===== config.mk =====
export PLATFORM = sky130hd
export DESIGN_NAME = id_ex_stage
export DESIGN_NICKNAME = d
export VERILOG_FILES = /design/src/rtl/id_ex_stage.sv
export SDC_FILE = /design/constraint.sdc
export NUM_CORES = 1
export LEC_CHECK = 0
export CAP_MARGIN = 20
export CORE_AREA = 2 2 165 167
export CTS_CLUSTER_SIZE = 28
export DETAILED_ROUTE_END_ITERATION = 6
export DIE_AREA = 0 0 167 169
export PLACE_DENSITY = 0.64
export SLEW_MARGIN = 20
export SYNTH_ARGS = -nofsm -noshare
export SYNTH_HDL_FRONTEND = slang
export SYNTH_SLANG_ARGS = --single-unit

===== constraint.sdc =====
create_clock -name clk -period 2.5 [get_ports clk]
set_clock_uncertainty 0.15 [all_clocks]
set_input_delay 0.625 -clock clk [delete_from_list [all_inputs] [get_ports clk]]
set_output_delay 0.625 -clock clk [all_outputs]
set_load 0.01 [all_outputs]

===== src/rtl/id_ex_stage.sv =====
// id_ex_stage: ID/EX pipeline register with EX-side operand select.
// Define ID_EX_FORWARD_EN to enable the MEM/WB forwarding muxes on rs1/rs2.
module id_ex_stage #(
  parameter int XLEN = 32,
  parameter logic [XLEN-1:0] RESET_PC = '0
) (
  input  logic            clk,
  input  logic            rst,
  input  logic            stall,
  input  logic            flush,
  input  logic            id_valid,
  input  logic [XLEN-1:0] id_pc,
  input  logic [6:0]      id_opcode,
  input  logic [2:0]      id_func3,
  input  logic [6:0]      id_func7,
  input  logic [XLEN-1:0] id_imm,
  input  logic [XLEN-1:0] id_rs1_data,
  input  logic [XLEN-1:0] id_rs2_data,
  input  logic [4:0]      id_rs1_addr,
  input  logic [4:0]      id_rs2_addr,
  input  logic [4:0]      id_rd_addr,
  input  logic            id_reg_write,
  input  logic [1:0]      fwd_a_sel,
  input  logic [1:0]      fwd_b_sel,
  input  logic [XLEN-1:0] mem_fwd_data,
  input  logic [XLEN-1:0] wb_fwd_data,
  output logic            ex_valid,
  output logic [XLEN-1:0] ex_pc,
  output logic [XLEN-1:0] ex_imm,
  output logic [6:0]      ex_opcode,
  output logic [2:0]      ex_func3,
  output logic [6:0]      ex_func7,
  output logic [4:0]      ex_rs1_addr,
  output logic [4:0]      ex_rs2_addr,
  output logic [4:0]      ex_rd_addr,
  output logic            ex_reg_write,
  output logic [XLEN-1:0] ex_op1,
  output logic [XLEN-1:0] ex_op2,
  output logic [XLEN-1:0] ex_store_data
);
  localparam logic [6:0] OP_AUIPC = 7'b0010111;
  localparam logic [6:0] OP_JAL   = 7'b1101111;
  localparam logic [6:0] OP_LUI   = 7'b0110111;
  localparam logic [6:0] OP_R     = 7'b0110011;
  localparam logic [6:0] OP_B     = 7'b1100011;
  logic            r_valid, r_reg_write;
  logic [XLEN-1:0] r_pc, r_imm, r_rs1_data, r_rs2_data;
  logic [6:0]      r_opcode, r_func7;
  logic [2:0]      r_func3;
  logic [4:0]      r_rs1_addr, r_rs2_addr, r_rd_addr;
  logic [XLEN-1:0] w_fwd_a, w_fwd_b;
  // A bubble is the same whether it comes from reset, flush or an invalid ID slot.
  always_ff @(posedge clk) begin
    if (rst || flush || (!stall && !id_valid)) begin
      r_valid     <= 1'b0;
      r_reg_write <= 1'b0;
      r_pc        <= RESET_PC;
      r_imm       <= '0;
      r_rs1_data  <= '0;
      r_rs2_data  <= '0;
      r_opcode    <= '0;
      r_func3     <= '0;
      r_func7     <= '0;
      r_rs1_addr  <= '0;
      r_rs2_addr  <= '0;
      r_rd_addr   <= '0;
    end else if (!stall) begin
      r_valid     <= 1'b1;
      r_reg_write <= id_reg_write && (id_rd_addr != 5'd0);
      r_pc        <= id_pc;
      r_imm       <= id_imm;
      r_rs1_data  <= id_rs1_data;
      r_rs2_data  <= id_rs2_data;
      r_opcode    <= id_opcode;
      r_func3     <= id_func3;
      r_func7     <= id_func7;
      r_rs1_addr  <= id_rs1_addr;
      r_rs2_addr  <= id_rs2_addr;
      r_rd_addr   <= id_rd_addr;
    end
  end
`ifdef ID_EX_FORWARD_EN
  assign w_fwd_a = fwd_a_sel == 2'b01 ? mem_fwd_data : fwd_a_sel == 2'b10 ? wb_fwd_data : r_rs1_data;
  assign w_fwd_b = fwd_b_sel == 2'b01 ? mem_fwd_data : fwd_b_sel == 2'b10 ? wb_fwd_data : r_rs2_data;
`else
  logic w_unused_fwd;
  assign w_unused_fwd = ^{fwd_a_sel, fwd_b_sel, mem_fwd_data, wb_fwd_data};
  assign w_fwd_a = r_rs1_data;
  assign w_fwd_b = r_rs2_data;
`endif
  assign ex_op1 = (r_opcode == OP_AUIPC || r_opcode == OP_JAL) ? r_pc :
                  r_opcode == OP_LUI ? '0 : w_fwd_a;
  assign ex_op2 = (r_opcode == OP_R || r_opcode == OP_B) ? w_fwd_b : r_imm;
  assign ex_store_data = w_fwd_b;
  assign ex_valid      = r_valid;
  assign ex_reg_write  = r_reg_write;
  assign ex_pc         = r_pc;
  assign ex_imm        = r_imm;
  assign ex_opcode     = r_opcode;
  assign ex_func3      = r_func3;
  assign ex_func7      = r_func7;
  assign ex_rs1_addr   = r_rs1_addr;
  assign ex_rs2_addr   = r_rs2_addr;
  assign ex_rd_addr    = r_rd_addr;
endmodule


After elaboration in Yosys (flattened, before gate mapping):

Index checks and enable logic that the tools add are counted.

* equality and inequality tests: 5
* mux-type cells: 3
* reductions and logical operators: 9

Operators by type and width (count)
* $mux W32: 3
* $eq A7 B6 Y1 const B: 2
* $eq A7 B7 Y1 const B: 2
* $eq A7 B5 Y1 const B: 1
* $reduce_bool A5 Y1: 1
* $logic_or A1 B1 Y1: 4
* $logic_and A1 B1 Y1: 2
* $logic_not A1 Y1: 2

* register bits: 162
* logic and storage cells: 29

Logic depth before layout (Yosys ltp):

Gate-level depths: netlist of run 1.

* word-level depth: 3
* depth in mapped cells: 7

Worst setup path after synthesis of run 1:

OpenSTA, ideal clock, no wires.

* path type: reg2out
* start: reg r_opcode[4], in the netlist ex_opcode[4]
* end: out ex_op1[21]
* required time: 1725 ps
* path slack: 178 ps
* path buffers: 3
* stages on the path, launching flop included: 8
* data arrival time: 1547 ps
* path through: dfxtp_1 > and4b_1 > and4_4 > buf_6 > a21o_1 > buf_6 > buf_6 > a22o_1

* word-level cells in the longest chain between the ends: 3
* elaborated cells between the ends (all ways): 6

Ends and longest elaborated chain
* from (decl): line 48 `logic [6:0] r_opcode, r_func7;`
* from (signal assigned): line 74 `r_opcode <= id_opcode;`
* $eq A7 B6 Y1 (tied with other cells): line 92 `r_opcode == OP_LUI ? '0 : w_fwd_a;`
* $mux W32 or $logic_or A1 B1 Y1 (tied branches): line 92, 91
* $mux W32 *: line 91 `assign ex_op1 = (r_opcode == OP_AUIPC || r_opcode == OP_JAL) ? r_pc :`
* to (decl): line 37 `output logic [XLEN-1:0] ex_op1,`

Mark *: on every way between the ends. The rest lies on a longest branch, timed or not.

Worst setup path in the final report of run 1:

* start: reg r_opcode[2], in the netlist ex_opcode[2]
* end: out ex_op2[8]

* word-level cells in the longest chain between the ends: 3
* elaborated cells between the ends (all ways): 4

Ends and longest elaborated chain
* $eq A7 B6 Y1 or $eq A7 B7 Y1 (tied branches): line 93 `assign ex_op2 = (r_opcode == OP_R || r_opcode == OP_B) ? w_fwd_b : r_imm;`
* $logic_or A1 B1 Y1 *: line 93
* $mux W32 *: line 93
* to (decl): line 38 `output logic [XLEN-1:0] ex_op2,`

Marked as above.

==> results of run 1 <==
## metal layers
| layer | part of all wire [%] | wire length, µm |
|---|---|---|
| met5 | 0 | 0 |
| met4 | 2.0 | 501 |
| met3 | 5.9 | 1470 |
| met2 | 49 | 12100 |
| met1 | 43 | 10700 |
## layout by cell type, fill, tap and decap left out, types with 2 or more instances in the layout
cell type,count
o221ai_2,12
inv_6,5
inv_8,3
buf_2,31
nand2_2,6
mux2i_1,172
inv_1,17
nor2_1,161
buf_6,46
dfxtp_2,5
a22o_1,18
nand2_1,5
clkinv_4,3
a21oi_1,2
buf_16,3
nand2_4,5
diode_2,3
buf_8,5
o221ai_1,2
mux2_4,32
dfxtp_1,156
bufinv_16,2
buf_4,23
buf_12,14
clkdlybuf4s50_1,293
clkbuf_16,18
## repair_timing
item,in CTS,in global routing
setup endpoints to repair,64,64
pin swaps,14,13
gates cloned,4,1
resized for setup,371,42
buffers inserted,24,8
## through the flow
stage	utilization, %	power, mW
4_1_cts	44.9	6.43
6_report	45.7	6.34
3_3_place_gp	40.8	3.62
3_5_place_dp	40.8	3.63
2_1_floorplan	-	3.10
5_1_grt	45.7	6.61
## kinds of logic (layout without fill, tap and decap cells)
| kind of cell | count (synthesis) | in the layout | synth area share [%] |
|---|---|---|---|
| compound gates | 38 | 38 | 4.73 |
| xor+xnor | 1 | 1 | 0.130 |
| buf+inv | 64 | 466 | 4.64 |
| flops | 162 | 162 | 48.1 |
| mux | 206 | 206 | 31.2 |
| other cells | 0 | 3 | 0 |
| simple gates | 184 | 184 | 11.2 |
## Yosys cell counts, drive strengths merged, types with 2 or more instances
cell type / instances / share of area [%]
a21oi: 2 / 0.15
a22o: 18 / 2.3
buf: 27 / 2.6
clkbuf: 20 / 1.1
dfxtp: 162 / 48
inv: 17 / 0.95
mux2: 32 / 5.3
mux2i: 174 / 26
nand2: 16 / 0.89
nor2: 162 / 9.1
o221ai: 14 / 1.8
## state kept, by name (all words and copies together), names as in the netlist
register and count:
ex_func3 3, ex_reg_write 1, ex_func7 7, ex_rs1_addr 5
ex_store_data 32, ex_rs2_addr 5, ex_imm 32, r_rs1_data 32
ex_opcode 7, ex_pc 32, ex_valid 1, ex_rd_addr 5
## final timing paths
| kind | startpoint | endpoint | slack (ns) | cells after the start |
|---|---|---|---|---|
| worst max-delay path | ex_opcode[2]$_SDFFE_PP0N_ | ex_op2[8] | -0.36 | 7 |
| worst min-delay path | ex_valid$_SDFFE_PP0N_ | ex_valid$_SDFFE_PP0N_ | 0.30 | 2 |
| worst max register to register | ex_opcode[5]$_SDFFE_PP0N_ | ex_opcode[5]$_SDFFE_PP0N_ | 1.37 | 3 |
| worst min register to register | ex_valid$_SDFFE_PP0N_ | ex_valid$_SDFFE_PP0N_ | 0.30 | 2 |
## report_power, final
| part | total (mW) | switching (mW) | internal, mW |
|---|---|---|---|
| Combinational | 0.867 | 0.326 | 0.540 |
| Clock | 2.76 | 1.22 | 1.54 |
| Sequential | 2.71 | 0.0600 | 2.65 |
## worst min-delay path, delay by kind of cell (launching register included)
family	cells	cell delay, ns
compound gates	1	0.05
buf+inv	1	0.04
flops	1	0.31
## layout make-up
cell class | instances | area (µm²)
fillers | 2531 | 14400
repair buffers | 417 | 4250
multi-input cells | 429 | 3490
flip-flops and latches | 162 | 3250
clock buffers | 18 | 439
well taps | 341 | 427
clock inverters | 14 | 169
inverters | 17 | 63.8
diodes | 3 | 7.51
==> impl_metrics.yaml, run 1 <==
outcome:
  run_status: "finished with violations"
  violated_checks: "setup timing"
drt:
  drt-vias-per-instance: 4.41
  dr.pass1.iters: 4
  drc_errors: 0
  routed-via-count: 6177
  routed_wl_um: 24800
  routedWlPerCell_um: 17.7
  initialDrtViolationCount: 294
  antenna_violating_nets_post_route: 0
place:
  placement.io_buffers: 359
  gp_routability_congestion: 0.830
  placed_area_um2: 10800
  dp_worst_setup_slack_ns: -0.477
  numPlacedInstances: 1334
  hpwl_um: 17000
sta:
  slew_viols_final: 0
  post-route-worst-setup-slack_ns: -0.364
  report.final.hold_viol_count: 0
  report.final.setup_viol: 64
  final.period_utilization_pct: 115
  max-slew-margin-rel_pct: 72.9
  worstMarginPinSlew_ns: 0.407
  fmax_mhz: 349
  grt_setup_unrepaired: "true"
  worst_hold_slack_ns: 0.300
  finalSetupTns_ns: -18.89
  period_minus_slack_ns: 2.86
clocking:
  cts-hold-fix-buffers: 0
  ctsLongestPathBuffers: 2
  cts_buffers: 17
  clock_latency_at_the_later_pin_of_the_worst_skew_pair_ns: 0.42
  path_clk_slew_ns: 0.07
  htree_num_levels: 4
  tritoncts_num_sinks: 162
  cts-root-buf: "clkbuf_16"
  cts_tree: "built"
power:
  ir_drop_mv: 0.435
  cellPowerDensity_nw_per_um2: 524
  leakage_nw: 5.15
global_routing:
  groute.usage.overall_pct: 16.8
  grt_pass1_vias: 6162
  grt_start_max_net_pins: 83
  grt_util_met3_pct: 5.05
  global_route.peak_usage_layer: "met2"
  antenna_violations_before_repair: 3
  grt_pass1_wl_um: 36700
  grt_util_met1_pct: 20.9
  grt.met2_usage_pct: 27.9
  overflow: 0
worst_setup_path:
  worst_ep_arrival_time_ns: 2.09
  worst_setup_path_end_kind: "output port"
  cpMaxStageDelayCell: "dfxtp_4"
  critical_path.n_buffers_inverters: 5
  max_stage_delay_ns: 0.36
  crit_family: "buffers and inverters"
  critical_path.cell_chain: "buf_4 > nor4_4 > buf_4 > buf_6 > buf_16 > mux2_4 > buf_6"
  cp_data_required_time_ns: 1.73
  critical_path_class: "reg -> out"
  critPathMaxFanout: 8
  worst_setup_path_start_kind: "flop"
synthesis:
  synth_async_sr_flop_share_pct: 0
  synth_area_per_cell_um2: 10.3
  synthCells: 655
  syn_area_um2: 6740
  synth_sequential_area_ratio_pct: 48.1
  synth_flop_cell: "dfxtp_1"
  synth.yosys.warnings: 0
  synth.distinct_cells: 26
  syn-num-nets: 889
  synth.ff_latch_count: 162
  synth-edff-count: 0
floorplanning:
  io-pin-count: 428
  dieArea_um2: 28200
  die_w_um: 167
  initial_core_util_pct: 25.4
  row_count: 60
  placeableCoreArea_um2: 26500
  die_height_um: 169
worst_hold_path:
  hold_class: "reg -> reg"
finish:
  syn_to_final_growth_pct: 79.5
  layout.cell_area.non_filler_um2: 12100
  finish.net_count: 1278
  layout-drive-gt1-share_pct: 21.5
  final_cell_count_no_fill: 1401
flow_run:
  maxCapViolations: 0
Note: power is estimated with default switching activity, not from simulation.
==> run 2: changes to the inputs <==
--- a/config.mk
+++ b/config.mk
@@ -11,7 +11,7 @@
 export DETAILED_ROUTE_END_ITERATION = 6
 export DIE_AREA = 0 0 167 169
 export PLACE_DENSITY = 0.64
-export SLEW_MARGIN = 20
+export SLEW_MARGIN = 10
 export SYNTH_ARGS = -nofsm -noshare
 export SYNTH_HDL_FRONTEND = slang
 export SYNTH_SLANG_ARGS = --single-unit
==> results of run 2 <==
The final DEF is identical to that of run 1; final timing and power are the same.
